**config.mk**
```make
export PLATFORM = sky130hd
export DESIGN_NAME = instr_fetch_unit_flat
export DESIGN_NICKNAME = d
export VERILOG_FILES = /design/src/rtl/fetch_pkg.sv /design/src/rtl/instr_fetch_unit_if.sv /design/src/rtl/instr_mem.sv /design/src/rtl/instr_fetch_unit.sv /design/src/flat_wrapper.sv
export SDC_FILE = /design/constraint.sdc
export NUM_CORES = 2
export LEC_CHECK = 0
export BUFFER_PORTS_ARGS = -buffer_cell sky130_fd_sc_hd__buf_4
export CAP_MARGIN = 5
export CORE_MARGIN = 5
export CORE_UTILIZATION = 56
export CTS_CLUSTER_DIAMETER = 150
export DETAILED_ROUTE_END_ITERATION = 8
export GPL_TIMING_DRIVEN = 0
export PLACE_DENSITY = 0.75
export SLEW_MARGIN = 10
export SYNTH_ARGS = -nofsm -noshare
export SYNTH_HDL_FRONTEND = slang
export SYNTH_SLANG_ARGS = --single-unit
```
**constraint.sdc**
```tcl
create_clock -name clk -period 5.1 [get_ports clk]
set_input_delay 1.275 -clock clk [delete_from_list [all_inputs] [get_ports clk]]
set_output_delay 1.275 -clock clk [all_outputs]
set_load 0.1 [all_outputs]
```
**src/rtl/fetch_pkg.sv**
```systemverilog
`default_nettype none
// ============================================================================
//  Module      : fetch_pkg
//  Description : Shared types and constants for the MIPS fetch stage and the
//                main control decoder (sequencer states, marker words,
//                opcode values, branch-offset helper).
//  Revision    : 1.0 - initial release
// ============================================================================
package fetch_pkg;

   // Sequencer states
   typedef enum logic [1:0] {
      ST_LOAD = 2'd0,
      ST_RUN  = 2'd1,
      ST_HALT = 2'd2
   } fetch_state_e;

   // End-of-program marker and the word presented when no instruction is live
   localparam logic [31:0] HALT_WORD = 32'hFFFF_FFFF;
   localparam logic [31:0] NOP_WORD  = 32'h0000_0000;

   // Opcode field values shared with the decoder
   localparam logic [5:0] OP_RTYPE = 6'b000000;
   localparam logic [5:0] OP_LW    = 6'b100011;
   localparam logic [5:0] OP_SW    = 6'b101011;
   localparam logic [5:0] OP_BEQ   = 6'b000100;

   // Sign-extended 16-bit immediate scaled to a byte offset (imm << 2)
   function automatic logic [31:0] branch_offset(input logic [15:0] imm16);
      return {{14{imm16[15]}}, imm16, 2'b00};
   endfunction

endpackage
`default_nettype wire

```
**src/rtl/instr_fetch_unit_if.sv**
```systemverilog
`default_nettype none
// ============================================================================
//  Module      : instr_fetch_unit_if
//  Description : Load / control / instruction bus of the fetch stage.
//                master = loader and decoder side, slave = fetch unit.
//  Revision    : 1.0 - initial release
// ============================================================================
interface instr_fetch_unit_if #(
   parameter int ADDR_W = 6
);
   logic              load_en;
   logic [ADDR_W-1:0] load_addr;
   logic [31:0]       load_data;
   logic              start;
   logic              branch;
   logic              zero;
   logic [31:0]       instr;
   logic [5:0]        opcode;
   logic [31:0]       pc;
   logic [31:0]       pc_plus4;
   logic              running;
   logic              halted;
   logic [31:0]       instr_count;

   modport master (
      output load_en, load_addr, load_data, start, branch, zero,
      input  instr, opcode, pc, pc_plus4, running, halted, instr_count
   );

   modport slave (
      input  load_en, load_addr, load_data, start, branch, zero,
      output instr, opcode, pc, pc_plus4, running, halted, instr_count
   );
endinterface
`default_nettype wire

```
**src/rtl/instr_mem.sv**
```systemverilog
`default_nettype none
// ============================================================================
//  Module      : instr_mem
//  Description : Instruction memory, synchronous write port, asynchronous
//                read port. Contents are not cleared by reset.
//  Revision    : 1.0 - initial release
// ============================================================================
module instr_mem #(
   parameter int DEPTH  = 64,
   parameter int ADDR_W = 6
) (
   input  logic              clk,
   input  logic              we_i,
   input  logic [ADDR_W-1:0] waddr_i,
   input  logic [31:0]       wdata_i,
   input  logic [ADDR_W-1:0] raddr_i,
   output logic [31:0]       rdata_o
);

   logic [31:0] mem_q [DEPTH];

   // Write port: the new word is visible to the read port from the next cycle
   always_ff @(posedge clk) begin
      if (we_i) begin
         mem_q[waddr_i] <= wdata_i;
      end
   end

   assign rdata_o = mem_q[raddr_i];

endmodule
`default_nettype wire

```
**src/rtl/instr_fetch_unit.sv**
```systemverilog
`default_nettype none
// ============================================================================
//  Module      : instr_fetch_unit
//  Description : Fetch stage of the single-cycle MIPS core. Holds the PC and
//                a loadable instruction memory, computes next-PC from
//                Branch/zero and sequences LOAD -> RUN -> HALT.
//  Revision    : 1.0 - initial release
// ============================================================================
module instr_fetch_unit
   import fetch_pkg::*;
#(
   parameter int          IMEM_DEPTH = 64,
   parameter int          ADDR_W     = 6,
   parameter logic [31:0] RESET_PC   = 32'h0000_0000
) (
   input  logic           clk,
   input  logic           reset,
   instr_fetch_unit_if.slave bus
);

   fetch_state_e state_q;
   logic [31:0]  pc_q;
   logic [31:0]  pc_d;
   logic [31:0]  count_q;
   logic [31:0]  count_d;
   logic         running_q;
   logic         halted_q;

   logic         mem_we;
   logic [31:0]  mem_rdata;
   logic         in_range;
   logic [31:0]  fetched;
   logic         halt_hit;
   logic [31:0]  pc_plus4;
   logic [31:0]  btarget;
   logic         pcsrc;

   // Memory accepts writes only while the sequencer is in LOAD
   assign mem_we = bus.load_en && (state_q == ST_LOAD);

   instr_mem #(
      .DEPTH  (IMEM_DEPTH),
      .ADDR_W (ADDR_W)
   ) u_instr_mem (
      .clk     (clk),
      .we_i    (mem_we),
      .waddr_i (bus.load_addr),
      .wdata_i (bus.load_data),
      .raddr_i (pc_q[ADDR_W+1:2]),
      .rdata_o (mem_rdata)
   );

   // A PC past the end of memory fetches nothing and ends the program
   assign in_range = (pc_q[31:ADDR_W+2] == '0);
   assign fetched  = in_range ? mem_rdata : NOP_WORD;
   assign halt_hit = !in_range || (fetched == HALT_WORD);

   // Next-PC: sequential or PC-relative branch, all sums wrap at 32 bits
   assign pc_plus4 = pc_q + 32'd4;
   assign btarget  = pc_plus4 + branch_offset(fetched[15:0]);
   assign pcsrc    = bus.branch & bus.zero;
   assign pc_d     = pcsrc ? btarget : pc_plus4;

   // Retired-instruction counter sticks at all-ones instead of wrapping
   assign count_d  = (count_q == 32'hFFFF_FFFF) ? count_q : count_q + 32'd1;

   // Sequencer: PC, counter and status flags all change only here
   always_ff @(posedge clk or posedge reset) begin
      if (reset) begin
         state_q   <= ST_LOAD;
         pc_q      <= RESET_PC;
         count_q   <= '0;
         running_q <= 1'b0;
         halted_q  <= 1'b0;
      end else begin
         unique case (state_q)
            ST_LOAD: begin
               if (bus.start) begin
                  state_q   <= ST_RUN;
                  pc_q      <= RESET_PC;
                  count_q   <= '0;
                  running_q <= 1'b1;
               end
            end
            ST_RUN: begin
               if (halt_hit) begin
                  // Halting instruction is neither executed nor counted
                  state_q   <= ST_HALT;
                  running_q <= 1'b0;
                  halted_q  <= 1'b1;
               end else begin
                  pc_q    <= pc_d;
                  count_q <= count_d;
               end
            end
            ST_HALT: begin
               if (bus.start) begin
                  state_q  <= ST_LOAD;
                  halted_q <= 1'b0;
               end
            end
            default: begin
               state_q   <= ST_LOAD;
               running_q <= 1'b0;
               halted_q  <= 1'b0;
            end
         endcase
      end
   end

   assign bus.instr       = (state_q == ST_RUN) ? fetched : NOP_WORD;
   assign bus.opcode      = bus.instr[31:26];
   assign bus.pc          = pc_q;
   assign bus.pc_plus4    = pc_plus4;
   assign bus.running     = running_q;
   assign bus.halted      = halted_q;
   assign bus.instr_count = count_q;

endmodule
`default_nettype wire

```
**src/flat_wrapper.sv**
```systemverilog
// flat-port wrapper written by rule: the top's interface ports become plain ports
module instr_fetch_unit_flat import fetch_pkg::*;
#(
   parameter int          IMEM_DEPTH = 64,
   parameter int          ADDR_W     = 6,
   parameter logic [31:0] RESET_PC   = 32'h0000_0000
)
  (clk, reset, bus_load_en, bus_load_addr, bus_load_data, bus_start, bus_branch, bus_zero, bus_instr, bus_opcode, bus_pc, bus_pc_plus4, bus_running, bus_halted, bus_instr_count);
  instr_fetch_unit_if #(.ADDR_W(ADDR_W)) bus_i ();
  input  logic clk;
  input  logic reset;
  input wire logic [$bits(bus_i.load_en)-1:0] bus_load_en;
  input wire logic [$bits(bus_i.load_addr)-1:0] bus_load_addr;
  input wire logic [$bits(bus_i.load_data)-1:0] bus_load_data;
  input wire logic [$bits(bus_i.start)-1:0] bus_start;
  input wire logic [$bits(bus_i.branch)-1:0] bus_branch;
  input wire logic [$bits(bus_i.zero)-1:0] bus_zero;
  output wire logic [$bits(bus_i.instr)-1:0] bus_instr;
  output wire logic [$bits(bus_i.opcode)-1:0] bus_opcode;
  output wire logic [$bits(bus_i.pc)-1:0] bus_pc;
  output wire logic [$bits(bus_i.pc_plus4)-1:0] bus_pc_plus4;
  output wire logic [$bits(bus_i.running)-1:0] bus_running;
  output wire logic [$bits(bus_i.halted)-1:0] bus_halted;
  output wire logic [$bits(bus_i.instr_count)-1:0] bus_instr_count;
  assign bus_i.load_en = bus_load_en;
  assign bus_i.load_addr = bus_load_addr;
  assign bus_i.load_data = bus_load_data;
  assign bus_i.start = bus_start;
  assign bus_i.branch = bus_branch;
  assign bus_i.zero = bus_zero;
  assign bus_instr = bus_i.instr;
  assign bus_opcode = bus_i.opcode;
  assign bus_pc = bus_i.pc;
  assign bus_pc_plus4 = bus_i.pc_plus4;
  assign bus_running = bus_i.running;
  assign bus_halted = bus_i.halted;
  assign bus_instr_count = bus_i.instr_count;
  instr_fetch_unit #(.IMEM_DEPTH(IMEM_DEPTH), .ADDR_W(ADDR_W), .RESET_PC(RESET_PC)) u_core (.clk(clk), .reset(reset), .bus(bus_i));
endmodule
```
==> results.md <==
* Status: finished with violations
* Failing checks: negative setup slack
* Post-synth ARST share at between 3 and 4%
* GRT overflow at 0
* Fin crit period at about 5.7 ns
* Worst path depth at 13
* Final core occ at 71.0%
* #FFs+latches synth at ~2100
* Initial antenna violation count at 8
* Post-Synth Simple-Gate Area at just under 3%
* Leakage at approximately 35 nW
* Crit path kind: reg -> out
* Starting Density at 56.5%
* P&R area growth vs syn at 25.7%
* Core Area at between 150000 and 200000 sq um
* Synth warnings at 0
* Worst Clk Skew at approximately 0.065 ns
* Netlist cell types at 84
* WP buf/inv at 7
* First-pass GRT wire length at 404000 um
* Vias in the first global route at 50600
* Adder-Cell Fraction of Synth Area at less than 1%
* Arrival time worst endpoint at about 4.5 ns
* Number of nets in the layout at about 5000
* Die Footprint at approximately 160000 sq um
* Die Width at around 400 um
* DRC viols at 0
* Setup WS pre-CTS at -2.47 ns
* Routed vias at approximately 53000
* Fill cells at 8340
* Iter 0 DRT Violations at between 9000 and 10000
* Final Hold Viols at 0
* GRT Util Overall at between 30% and 40%
* Worst path slowest cell: clkbuf_2
* Critical-path maximum fanout at 11
* Via density per instance at ~7.4
* Slew margin rel. at under 10%
* Main combinational cell family by area after synthesis: multiplexers
* Worst Max-Slew Pin Slew at approximately 1.4 ns
* Layout cell share with drive strength beyond 1 at roughly two fifths
* CTS tree: yes
* Min-delay worst type: in -> async
* Largest net degree at the start of global routing at between 60 and 70
* I/O pins at 180
* Delay-heaviest family, CP: buffers and inverters
* Crit path largest cell delay at between 0.5 and 0.6 ns
* Reg clk slew, reported paths at 0.06 ns
* Worst R2R Path Depth at 23
* Post-DP HPWL at approximately 170000 um
* # setup viols final at between 100 and 150
* FMAX at about 170 MHz
* Routed WL per cell at 42.9 um
* XOR/XNOR share of the synthesized area at 0.640%
* Netlist Area Pre-Place at roughly 85000 sq um
* Maximum vdd drop at between 0.001 and 0.0015 V
* Synthesized area per cell at around 20 sq um
* Setup crit end kind: output pin
* WL final at 307000 um
* Clock root buffer: clkbuf_16
* H-tree depth at 4
* CTS buffer count at 202
* Synth Instances at 4154
* Sequential area share after synthesis at 74.4%
* CP required at approximately 3.8 ns
* Compound-gate portion of the synthesized area at under 10%
* Final Max Slew Viols at 0
* Final worst hold slack at 0.447 ns
* Power density cells at about 600 nW/um^2
* CTS sink cnt at between 2000 and 2500
* Bufs on Longest Clock Path at 3
* Routed Antenna Nets at 0
* Post-synthesis mux area share at 15.5%
* Row count at around 140
* Max Cap Viol at 0
* Min setup slack post-route at -0.630 ns
* RSZ-0062 raised after global routing: yes
* Ys flop type: edfxtp_1
* DR pass1 iterations at 8
* Startpoint Class: register
* GPL Wtd Cong at about 0.95
* Port bufs at around 170
* Worst-Skew Late Latency at 0.87 ns
* Final worst-path cycle share at 112%
* Die Y at roughly 400 um
* Post-synth EDFFs at 2048
* Crit-path cells: buf_12 > buf_8 > nor2b_1 > buf_6 > clkbuf_2 > buf_2 > a22oi_1 > a31oi_1 > o21ai_0 > a21oi_4 > buf_6 > nor2_4 > buf_12
==> timing repair <==
item                                   CTS  global route
gates resized for setup                884           296
setup buffers                          262            78
setup endpoints to repair              131           125
cloned                                   9             5
pin swaps                              140           153
hold buffers                             0             0
endpoints found under the hold margin    0             0
==> path summary, 6_finish.rpt <==
kind	from	endpoint	slack, ns
max	u_core.bus.pc[3]	bus_instr[2]	-0.63
min	reset	u_core.bus.running	0.45
max reg2reg	u_core.bus.pc[3]	u_core.bus.pc[26]	-0.56
min reg2reg	u_core.state_q[1]	u_core.bus.halted	0.56
max in group asynchronous	reset	u_core.bus.pc[25]	4.07
min in group clk	u_core.state_q[1]	u_core.bus.halted	0.56
==> worst register-to-register path, stage by stage (launching register included) <==
cell	delay (ns)
dfrtp_2	0.42
buf_12	0.16
buf_8	0.17
nor2b_1	0.22
buf_6	0.20
clkbuf_2	0.53
buf_2	0.51
a22oi_1	0.17
a31oi_1	0.30
o21ai_0	0.23
a21oi_4	0.34
nor2_1	0.10
ha_1	0.34
and3_4	0.21
nand2_2	0.06
nor3_2	0.17
nand4_1	0.10
o211ai_1	0.18
a221o_1	0.36
a21oi_2	0.12
o21bai_2	0.21
a31oi_1	0.13
xnor2_1	0.16
a22o_1	0.19
==> final cells by class <==
class	count	area, sq um	share of cell area (%)
Tap cell	2016	2520	2.36
Inverter	26	104	0.0974
Buffer	227	3510	3.29
Antenna cell	11	27.5	0.0258
Timing Repair Buffer	607	7530	7.06
Clock inverter	113	1010	0.948
Clock buffer	251	5280	4.95
Multi-Input combinational cell	1786	23500	22.1
Sequential cell	2114	63200	59.2
==> cell usage after synthesis (all sizes together) (5+ instances only) <==
| cell type | count | area, sq um |
|---|---|---|
| edfxtp | 2048 | 61500 |
| mux4 | 475 | 10900 |
| mux2i | 193 | 1930 |
| nor2 | 160 | 606 |
| buf | 152 | 1400 |
| nand2 | 142 | 533 |
| a22oi | 109 | 818 |
| a21oi | 99 | 510 |
| clkbuf | 81 | 354 |
| o21ai | 74 | 389 |
| dfrtp | 66 | 1650 |
| nand3 | 46 | 230 |
| xnor2 | 41 | 359 |
| ha | 31 | 388 |
| mux2 | 30 | 338 |
| inv | 26 | 97.6 |
| a31oi | 25 | 156 |
| a221oi | 23 | 201 |
| and2 | 23 | 145 |
| and3 | 23 | 144 |
| nand4 | 23 | 144 |
| a21o | 22 | 165 |
| xor2 | 21 | 184 |
| nor2b | 19 | 119 |
| a22o | 17 | 149 |
| nor4 | 15 | 93.8 |
| o21bai | 15 | 113 |
| o22ai | 14 | 87.6 |
| or4 | 13 | 97.6 |
| o211ai | 12 | 90.1 |
| a32oi | 11 | 104 |
| nand2b | 10 | 62.6 |
| nor3 | 10 | 50.1 |
| o2111ai | 9 | 103 |
| or3 | 9 | 56.3 |
| o31ai | 7 | 57.6 |
| and4 | 6 | 52.6 |
| o21a | 6 | 45.0 |
| a211oi | 5 | 37.5 |
==> power breakdown <==
part / internal (mW) / switching [mW]
logic: 12.1 / 18.3
clock network: 8.05 / 6.66
registers: 19.2 / 0.365
==> per-layer routing <==
metal | track usage (%) | wire (um) | vias up
met5 | 0 | 360 | -
met4 | 25.1 | 29400 | 10
met3 | 13.6 | 48300 | 1558
met2 | 56.6 | 137000 | 5849
met1 | 45.2 | 92100 | 26400
li1 | - | - | 19000
==> state kept, by name, summed over array words and instances, names as in the netlist <==
name and count:
u_core.state_q 2, u_core.bus.halted 1, u_core.u_instr_mem.mem_q 2048, u_core.bus.instr_count 32
u_core.bus.running 1, u_core.bus.pc 30
==> layout by cell type (no fill, tap or decap), types with 15 or more instances in the layout <==
| cell | n |
|---|---|
| buf_12 | 185 |
| buf_6 | 100 |
| buf_8 | 39 |
| ha_1 | 18 |
| mux4_1 | 42 |
| buf_4 | 346 |
| and3_1 | 16 |
| nand2_1 | 118 |
| a22oi_2 | 31 |
| xnor2_4 | 19 |
| nor2_1 | 51 |
| nand2_2 | 20 |
| buf_16 | 80 |
| clkbuf_8 | 17 |
| mux2_2 | 21 |
| nand3_1 | 31 |
| clkinv_2 | 40 |
| clkbuf_16 | 215 |
| clkbuf_1 | 62 |
| a21oi_2 | 25 |
| mux4_2 | 433 |
| nor2b_1 | 15 |
| a221oi_4 | 15 |
| nand4_1 | 23 |
| a21o_1 | 22 |
| mux2i_4 | 15 |
| edfxtp_1 | 2048 |
| clkinv_1 | 45 |
| xnor2_1 | 16 |
| clkbuf_2 | 16 |
| inv_1 | 20 |
| o21ai_2 | 18 |
| nor2_4 | 95 |
| a21oi_1 | 51 |
| dfrtp_1 | 60 |
| mux2i_1 | 167 |
| o21ai_1 | 33 |
| a22oi_1 | 78 |
| a21oi_4 | 23 |
==> cell families (layout without fill, tap and decap cells) <==
logic type                 count (synthesis)  count (layout)
xor gates and xnor gates                  62              62
DFF                                     2114            2114
and+or+nand+nor                          513             514
other                                      1              15
adders and majority gates                 32              32
muxes                                    698             698
AOI/OAI and AO/OA                        474             476
buffers and inverters                    260            1224
==> per-stage QoR <==
step                      power (mW)   TNS, ns  instance area (sq um)  instances
final                           64.7    -34.77                 107000       7151
after global routing            60.1    -35.07                 107000       7142
after CTS                       52.7    -12.90                 105000       7070
after detailed placement        40.4   -179.26                  92300       6439
after global placement          40.1  -2220.79                  89700       6345
after floorplan                 33.2    -0.735                  85900       4157
Note: power is estimated with default switching activity, not from simulation.
